==> src/rtl/fifo_rd_stream.sv <==
// Read-side drain for the 16-bit, 8-deep synchronous FIFO. It issues reads against the empty
// flag, absorbs the FIFO read latency in a skid buffer, and presents the data as a valid/ready stream.
module fifo_rd_stream #(
   parameter int FIFO_WIDTH = 16,
   parameter int SKID_DEPTH = 3,
   parameter int CNT_W      = 16
) (
   input  logic                  clk,
   input  logic                  rst_n,
   input  logic                  enable,
   input  logic                  clr,
   input  logic                  fifo_empty,
   input  logic                  fifo_underflow,
   input  logic [FIFO_WIDTH-1:0] fifo_data_out,
   output logic                  fifo_rd_en,
   output logic                  m_valid,
   input  logic                  m_ready,
   output logic [FIFO_WIDTH-1:0] m_data,
   output logic [CNT_W-1:0]      rd_count,
   output logic                  underflow_err
);

   localparam int PTR_W = (SKID_DEPTH > 1) ? $clog2(SKID_DEPTH) : 1;
   localparam int OCC_W = $clog2(SKID_DEPTH + 1);

   logic [FIFO_WIDTH-1:0] r_mem [SKID_DEPTH];
   logic [PTR_W-1:0]      r_wr_ptr;
   logic [PTR_W-1:0]      r_rd_ptr;
   logic [OCC_W-1:0]      r_occ;
   logic                  r_inflight;
   logic [CNT_W-1:0]      r_rd_count;
   logic                  r_underflow_err;

   logic [OCC_W-1:0]      w_level;
   logic                  w_rd_en;
   logic                  w_push;
   logic                  w_pop;

   function automatic logic [PTR_W-1:0] f_ptr_inc(input logic [PTR_W-1:0] p);
      return (p == PTR_W'(SKID_DEPTH - 1)) ? '0 : p + PTR_W'(1);
   endfunction

   // A read is issued only when a slot is reserved for its data, counting the word still in flight.
   // Gating with rst_n makes the strobe fall as soon as reset asserts, without waiting for a clock edge.
   assign w_level = r_occ + OCC_W'(r_inflight);
   assign w_rd_en = rst_n && enable && !fifo_empty && (w_level < OCC_W'(SKID_DEPTH));
   assign w_push  = r_inflight && !fifo_underflow;
   assign w_pop   = (r_occ != '0) && m_ready;

   always_ff @(posedge clk or negedge rst_n) begin
      if (!rst_n) begin
         for (int i = 0; i < SKID_DEPTH; i++) r_mem[i] <= '0;
         r_wr_ptr   <= '0;
         r_rd_ptr   <= '0;
         r_occ      <= '0;
         r_inflight <= 1'b0;
      end else begin
         r_inflight <= w_rd_en;
         if (w_push) begin
            r_mem[r_wr_ptr] <= fifo_data_out;
            r_wr_ptr        <= f_ptr_inc(r_wr_ptr);
         end
         if (w_pop) r_rd_ptr <= f_ptr_inc(r_rd_ptr);
         if (w_push && !w_pop)      r_occ <= r_occ + OCC_W'(1);
         else if (!w_push && w_pop) r_occ <= r_occ - OCC_W'(1);
      end
   end

   always_ff @(posedge clk or negedge rst_n) begin
      if (!rst_n) begin
         r_rd_count      <= '0;
         r_underflow_err <= 1'b0;
      end else if (clr) begin
         r_rd_count      <= '0;
         r_underflow_err <= 1'b0;
      end else begin
         if (w_pop) r_rd_count <= r_rd_count + CNT_W'(1);
         if (r_inflight && fifo_underflow) r_underflow_err <= 1'b1;
      end
   end

   assign fifo_rd_en    = w_rd_en;
   assign m_valid       = (r_occ != '0);
   assign m_data        = r_mem[r_rd_ptr];
   assign rd_count      = r_rd_count;
   assign underflow_err = r_underflow_err;

endmodule

==> config.mk <==
export PLATFORM = sky130hd
export DESIGN_NAME = fifo_rd_stream
export DESIGN_NICKNAME = d
export VERILOG_FILES = /design/src/rtl/fifo_rd_stream.sv
export SDC_FILE = /design/constraint.sdc
export NUM_CORES = 1
export LEC_CHECK = 0
export CAP_MARGIN = 25
export CORE_MARGIN = 2
export CORE_UTILIZATION = 59
export CTS_BUF_LIST = sky130_fd_sc_hd__clkbuf_8
export CTS_CLUSTER_DIAMETER = 30
export DETAILED_ROUTE_END_ITERATION = 7
export GPL_TIMING_DRIVEN = 0
export PLACE_DENSITY = 0.88
export RECOVER_POWER = 50
export REMOVE_ABC_BUFFERS = 1
export SETUP_SLACK_MARGIN = 0.4
export SYNTH_ARGS = -nofsm -noshare
export SYNTH_HDL_FRONTEND = slang
export SYNTH_SLANG_ARGS = --single-unit
==> constraint.sdc <==
create_clock -name clk -period 4 [get_ports clk]
set_input_delay 0.8 -clock clk [delete_from_list [all_inputs] [get_ports clk]]
set_output_delay 0.8 -clock clk [all_outputs]
set_load 0.01 [all_outputs]
Word level (Yosys, flattened, before mapping)
Cells that the tools add are included.
{"block": "totals", "reg_bits": 72, "input_bits": 23, "output_inout_bits": 35, "elab_cells": 54}
{"block": "op_classes", "add_sub_neg": 6, "order_cmp": 4, "eq_ne": 2, "mux": 14, "bitwise": 2, "n_reduce_logical": 17}
{"operator": "$mux 16", "n": 5}
{"operator": "$bwmux 48", "n": 1}
{"operator": "$bmux 16 s2", "n": 1}
{"operator": "$demux 16 s2", "n": 1}
{"operator": "$add 16x1->16 const B", "n": 1}
{"operator": "$logic_and 1x1->1", "n": 9}
{"operator": "$mux 2", "n": 4}
{"operator": "$reduce_bool 2->1", "n": 4}
{"operator": "$add 2x1->2 const B", "n": 3}
{"operator": "$ge 3x3->1 const B", "n": 2}
{"operator": "$not 2->3", "n": 2}
{"operator": "$eq 2x2->1 const B", "n": 2}
{"operator": "$logic_not 1->1", "n": 4}
{"operator": "$lt 3x1->1 const B", "n": 1}
{"operator": "$add 2x1->2", "n": 1}
{"operator": "$lt 2x2->1 const B", "n": 1}
{"operator": "$mux 1", "n": 2}
{"operator": "$sub 2x1->2 const B", "n": 1}

Longest topological paths before layout
Gate-level depths: netlist (run 1).
{"block": "depth", "depth_word": 6, "mapped_depth": 7}

Worst setup path after synthesis (run 1)
No wires, ideal clock.
{"block": "synth_path", "path_type": "input port to flip-flop", "start": "input port fifo_underflow", "end": "register r_mem[22] (netlist bit)", "setup_ns": 0.125, "t_arrival_ns": 2.068, "required_time_ns": 3.875, "slack_ns": 1.807, "path_stages": 5, "path_buffers": 2, "path_cell_list": "nand2b_1 > buf_2 > nor3b_2 > buf_4 > mux2_2"}
{"block": "synth_between", "elab_chain_cells": 2}
{"element": "start, declared", "line_no": "13", "source": "input logic fifo_underflow,"}
{"element": "$logic_not 1->1", "line_no": "47", "source": "assign w_push = r_inflight && !fifo_underflow;"}
{"element": "$logic_and 1x1->1", "line_no": "47"}
{"element": "end signal, assigned by index", "line_no": "60", "source": "r_mem[r_wr_ptr] <= fifo_data_out;"}
{"element": "end, declared", "line_no": "26", "source": "logic [FIFO_WIDTH-1:0] r_mem [SKID_DEPTH];"}
No other way between the ends.
A chain may end at the register's enable or synchronous reset.

Worst setup path in the final report (run 1)
{"block": "layout_path", "start": "register r_rd_ptr[1]", "end": "output port m_data[4]"}
{"block": "layout_between", "elab_chain_cells": 4}
{"element": "start, declared", "line_no": "28", "source": "logic [PTR_W-1:0] r_rd_ptr;"}
{"element": "start signal, assigned", "line_no": "63", "source": "if (w_pop) r_rd_ptr <= f_ptr_inc(r_rd_ptr);"}
{"element": "$not 2->3 (implied by the code)", "line_no": "84", "source": "assign m_data = r_mem[r_rd_ptr];"}
{"element": "$bmux 16 s2", "line_no": "84"}
{"element": "$mux 16 (implied by the code) (2 in a row)", "line_no": "84"}
{"element": "end, declared", "line_no": "18", "source": "output logic [FIFO_WIDTH-1:0] m_data,"}
No other way between the ends. The select of a mux whose other input is x is not followed.

==> results of run 1 <==
Yosys cell counts, types with 4 or more instances:
| library cell | count | share of area |
|---|---|---|
| a21oi_1 | 7 | 0.011 |
| buf_2 | 5 | 0.0076 |
| clkbuf_1 | 7 | 0.0080 |
| dfrtp_1 | 72 | 0.55 |
| mux2_2 | 48 | 0.16 |
| mux2i_1 | 16 | 0.049 |
| nand2_1 | 25 | 0.029 |
| nand3_1 | 4 | 0.0061 |
| nand4_1 | 4 | 0.0076 |
| nor2_1 | 13 | 0.015 |
| nor3_1 | 5 | 0.0076 |
| o21ai_0 | 20 | 0.031 |
| xnor2_1 | 9 | 0.024 |
| xor2_1 | 5 | 0.013 |
through the flow:
step | setup TNS [ps] | power, mW
floorplan | 0 | 1.67
global placement | -20960 | 2.06
detailed placement | 0 | 2.11
CTS | 0 | 2.88
global route | 0 | 3.01
finish | 0 | 2.85
flip-flops by register name, summed over array words and instances, names as in the netlist:
name           cells
rd_count          16
r_mem             48
r_inflight         1
underflow_err      1
r_rd_ptr           2
r_wr_ptr           2
r_occ              2
power by group through the flow:
| stage | clock (mW) | sequential [mW] | combinational [mW] |
|---|---|---|---|
| after floorplan | 0 | 1.16 | 0.515 |
| after global placement | 0 | 1.20 | 0.859 |
| after detailed placement | 0 | 1.22 | 0.893 |
| after CTS | 0.768 | 1.21 | 0.903 |
| after global routing | 0.796 | 1.21 | 1.00 |
| final | 0.752 | 1.18 | 0.924 |
worst paths after layout:
kind,start,to,cells past startpoint
hold reg to reg,underflow_err,underflow_err,2
min in group asynchronous,rst_n,r_mem[3],1
setup reg to reg,r_inflight,r_mem[47],4
hold / removal,underflow_err,underflow_err,2
max in group asynchronous,rst_n,r_mem[2],1
setup / recovery,r_rd_ptr[1],m_data[4],5
worst register-to-register path, delay by kind of cell (launching register included):
family                 cells  cell delay, ps
and+or+nand+nor            2             980
DFF                        1             380
muxes                      1             350
buffers and inverters      1             270
cell type report:
class                   instances  area, um2  area share
clock inverters                 7        144      0.0343
flip-flops and latches         72       1800       0.430
repair buffers                 62        628       0.150
multi-input cells             183       1390       0.331
clock buffers                   9        124      0.0296
inverters                       4       15.0     0.00358
well taps                      72       90.1      0.0215
logic make-up (layout without fill, tap and decap cells):
logic type,count (synthesis),count (layout),share of synthesized area
AO/OA/AOI/OAI,35,35,0.0625
buffers and inverters,17,82,0.0225
XOR/XNOR,14,14,0.0374
adder cells (fa/ha/maj),3,3,0.0114
AND/OR/NAND/NOR,67,67,0.104
flip-flops,72,72,0.549
multiplexers,64,64,0.213
per-layer routing:
metal	share of wire	vias to the layer above	routed length, um	track usage
met2	0.48	61	3230	0.370
met5	0	-	0	0
met1	0.46	1132	3060	0.322
li1	-	1082	-	-
met3	0.045	9	300	0.0437
met4	0.013	0	89	0.0947
==> results.toml, run 1 <==
[outcome]
outcome = "completed"

[sta]
setup_viol_count_final = 0
fin_worst_skew_ps = 5.47
period_minus_slack_ps = 3370
slew_headroom = 0.294
finalHoldWorstSlack_ps = 508
rsz0062_at_grt = "no"
tightest_slew_ps = 1050
max_freq_ghz = 0.297
drv_slew = 0
finalHoldViolations = 0
finalCritPeriodShare = 0.843
finalWorstSetupSlack_ps = 628

[cells_and_area]
drive_gt1_frac = 0.217
nFillCells = 339
final_common_cell = "dfrtp_1"
antennaDiodeCount = 0
fin_cells = 409
final_core_util = 0.771
nNetsFinal = 358
final_cell_mix = "dfrtp_1, clkdlybuf4s50_1, mux2_2"
finish.instance_area_um2 = 4190
area_growth_pct = 27.7

[setup_path]
cp.arrival_ps = 2570
worstPathMaxFanout = 20
r2r_setup_slack_ps = 1890
path_cells = "nor2b_1 > buf_6 > nand2_1 > o21ai_0 > clkdlybuf4s50_1"
cp-start-kind = "flop"
critPathMaxStageDelay_ps = 740
cp_slowest_cell = "dfrtp_1"
worst-path-buf-inv = 2
endpoint_kind = "output port"
critPathRequiredTime_ps = 3200
crit_type = "flop to output port"
critical_path.top_delay_family = "buffers and inverters"

[yosys]
synthDistinctLibCells = 35
ys_seq_area_frac = 0.549
syn_area_um2 = 3280
synth-main-ff-cell = "dfrtp_1"
yosys_warnings = 0
synth_edf_count = 0
ys_ff_latch = 72
synth_cells = 272
ys_async_sr_fraction = 1.00
avgSynthCellArea_um2 = 12.1

[power]
share_comb_of_total_power = 0.324
ir_worst_vdd_uv = 313
switching_share = 0.290
p_sw_uw = 827
p_int_mw = 2.03
p_leak_nw = 1.80
power_frac_seq = 0.413
power.density_nw_per_um2 = 681
p_clk_frac = 0.264

[floorplanning]
die_width_um = 78.6
die_area_um2 = 6170
io_pins = 58
placementRows = 27
core-area_um2 = 5440
floorplan.initialDensity = 0.603
fp.dieH_um = 78.6

[cts]
clock-sinks = 72
clockBufferDepth = 2
h-tree-depth = 3
path_clk_slew_ps = 80
cts_resized = 0
cts_root_buffer = "clkbuf_8"
numCtsBuffers = 9
cts_setup_buffers = 0
tritoncts = "yes"
cts_hold_buf = 0
worstSkewPairLatency_ps = 340

[routing]
ant_nets = 0
wl_um = 6680
num_vias = 2284
drc_errors = 0
wl_per_cell_um = 16.3
drt_iter0_markers = 150
drt_pass1_iterations = 4
viasPerCell = 5.58

[placed_design]
placed_cells = 392
pre_cts_slack_ps = 661
io_buffers = 57
hpwl_um = 4310
place_area_um2 = 3930
place_congestion = 0.828

[grt]
grt_max_degree = 74
grt_usage = 0.235
grt_pass1_vias = 2338
grt_pass1_wl_um = 11100
grt-ovfl-total = 0
antenna_found_initial = 0

[hold_path]
hold_class = "flop to flop"

[flow_run]
cap_violations = 0
Power figures use the tool's default switching activity.
==> inputs of run 2 (changes only) <==
--- a/config.mk
+++ b/config.mk
@@ -7,12 +7,12 @@
 export LEC_CHECK = 0
 export CAP_MARGIN = 25
 export CORE_MARGIN = 2
-export CORE_UTILIZATION = 59
+export CORE_UTILIZATION = 54
 export CTS_BUF_LIST = sky130_fd_sc_hd__clkbuf_8
 export CTS_CLUSTER_DIAMETER = 30
 export DETAILED_ROUTE_END_ITERATION = 7
 export GPL_TIMING_DRIVEN = 0
-export PLACE_DENSITY = 0.88
+export PLACE_DENSITY = 0.82
 export RECOVER_POWER = 50
 export REMOVE_ABC_BUFFERS = 1
 export SETUP_SLACK_MARGIN = 0.4
==> constraint.sdc (replaced) <==
create_clock -name clk -period 3.5 [get_ports clk]
set_input_delay 0.7 -clock clk [delete_from_list [all_inputs] [get_ports clk]]
set_output_delay 0.7 -clock clk [all_outputs]
set_load 0.01 [all_outputs]
==> run 2 against run 1 <==
Count of clock-buffer cells in the layout grew 1. Utilization shrank 7.1 points. Power is 5.7% higher. Clock power decreased by 17%. Sequential share of layout area up 0.80 points. Largest power group unchanged.
==> results.toml, run 2 (same netlist as run 1, synthesis figures left out) <==
[cells_and_area]
drive_gt1_frac = 0.221
antennaDiodeCount = 0
nNetsFinal = 357
final_cell_mix = "dfrtp_1, clkdlybuf4s50_1, mux2_2"
regMostFlops = "r_mem"
largest_register_ffs = 48
multi_input_area_um2 = 1400
area_growth_pct = 25.5
final_core_util = 0.700
seq_area_um2 = 1800
final_common_cell = "dfrtp_1"
nFillCells = 455

[cts]
clock-sinks = 72
cts_root_buffer = "clkbuf_8"
h-tree-depth = 3
numCtsBuffers = 9
tritoncts = "yes"
path_clk_slew_ps = 70
cts_setup_buffers = 0
cts_hold_buf = 0
worstSkewPairLatency_ps = 340
clockBufferDepth = 2
cts_resized = 5

[setup_path]
reg2reg_from = "r_inflight"
worstPathMaxFanout = 20
reg2reg_depth = 4
cp-start-kind = "flop"
r2r_end = "r_mem[39]"
endpoint_kind = "output port"
cp.arrival_ps = 2210
critPathRequiredTime_ps = 2800
crit_type = "flop to output port"
r2r_setup_slack_ps = 1370

[grt]
grt_max_degree = 74
grt-ovfl-total = 0
antenna_found_initial = 0
grt_pass1_wl_um = 10800
grt_pass1_vias = 2295
grt_usage = 0.217

[placed_design]
hpwl_um = 4370
place_congestion = 0.792
io_buffers = 57

[routing]
drt_iter0_markers = 125
viasPerCell = 5.68
ant_nets = 0
num_vias = 2330
drc_errors = 0
wl_um = 6680
wl_per_cell_um = 16.3
drt_pass1_iterations = 4

[sta]
tightest_slew_ps = 1030
period_minus_slack_ps = 2910
fin_worst_skew_ps = 6.84
slew_headroom = 0.307
finalHoldViolations = 0
finalCritPeriodShare = 0.833
rsz0062_at_grt = "no"
drv_slew = 0
max_freq_ghz = 0.343
setup_viol_count_final = 0

[power]
ir_worst_vdd_uv = 371
p_total_mw = 3.02
power.density_nw_per_um2 = 732
p_leak_nw = 1.78

[outcome]
outcome = "completed"

[hold_path]
hold_class = "input pin to async pin"

[floorplanning]
placementRows = 28
floorplan.initialDensity = 0.558
io_pins = 58
fp.dieH_um = 82.0
core-area_um2 = 5890
die_area_um2 = 6720
die_width_um = 82.0

[flow_run]
cap_violations = 0
[run 2: how the worst max path moves through the flow]
stage / startpoint / end / slack [ps]
after floorplan: r_rd_ptr[0] / m_data[0] / 1220
after global placement: rst_n / fifo_rd_en / -1850
after detailed placement: rst_n / fifo_rd_en / 270
after CTS: rst_n / fifo_rd_en / 490
after global routing: rst_n / fifo_rd_en / 430
final: r_rd_ptr[0] / m_data[7] / 590
[run 2: layout make-up]
cell class / instances / share of cell area
flip-flops and latches: 72 / 0.438
multi-input cells: 183 / 0.340
repair buffers: 61 / 0.150
clock buffers: 10 / 0.0334
well taps: 75 / 0.0228
clock inverters: 5 / 0.0118
inverters: 4 / 0.00364
[run 2: power by group]
part	switching (mW)	internal, mW
sequential	0.253	1.13
combinational	0.375	0.634
clock	0.287	0.338
[run 2: metal layers]
layer  part of all wire  routed length (um)  track usage  vias up
met2               0.47                3170        0.354       63
met5                  0                   0            0        -
met1               0.46                3060        0.282     1170
met3              0.044                 291       0.0385       14
met4              0.022                 150        0.102        0
li1                   -                   -            -     1083
[run 2: critical path: stages (launching register included)]
cell and delay (ps):
dfrtp_2 640, nor2b_4 330, buf_6 180, nand2_1 60, o21ai_0 90, clkdlybuf4s50_1 570
[run 2: stage by stage]
stage          cell area (um2)  hold slack, ps  worst slack (ps)  instances  setup TNS [ps]
2_1_floorplan             3220             404              1220        259               0
3_3_place_gp              3890             486             -1850        391          -54080
3_5_place_dp              3930             490               272        395               0
4_1_cts                   4130             389               490        410               0
5_1_grt                   4120             399               425        410               0
6_report                  4120             350               585        410               0
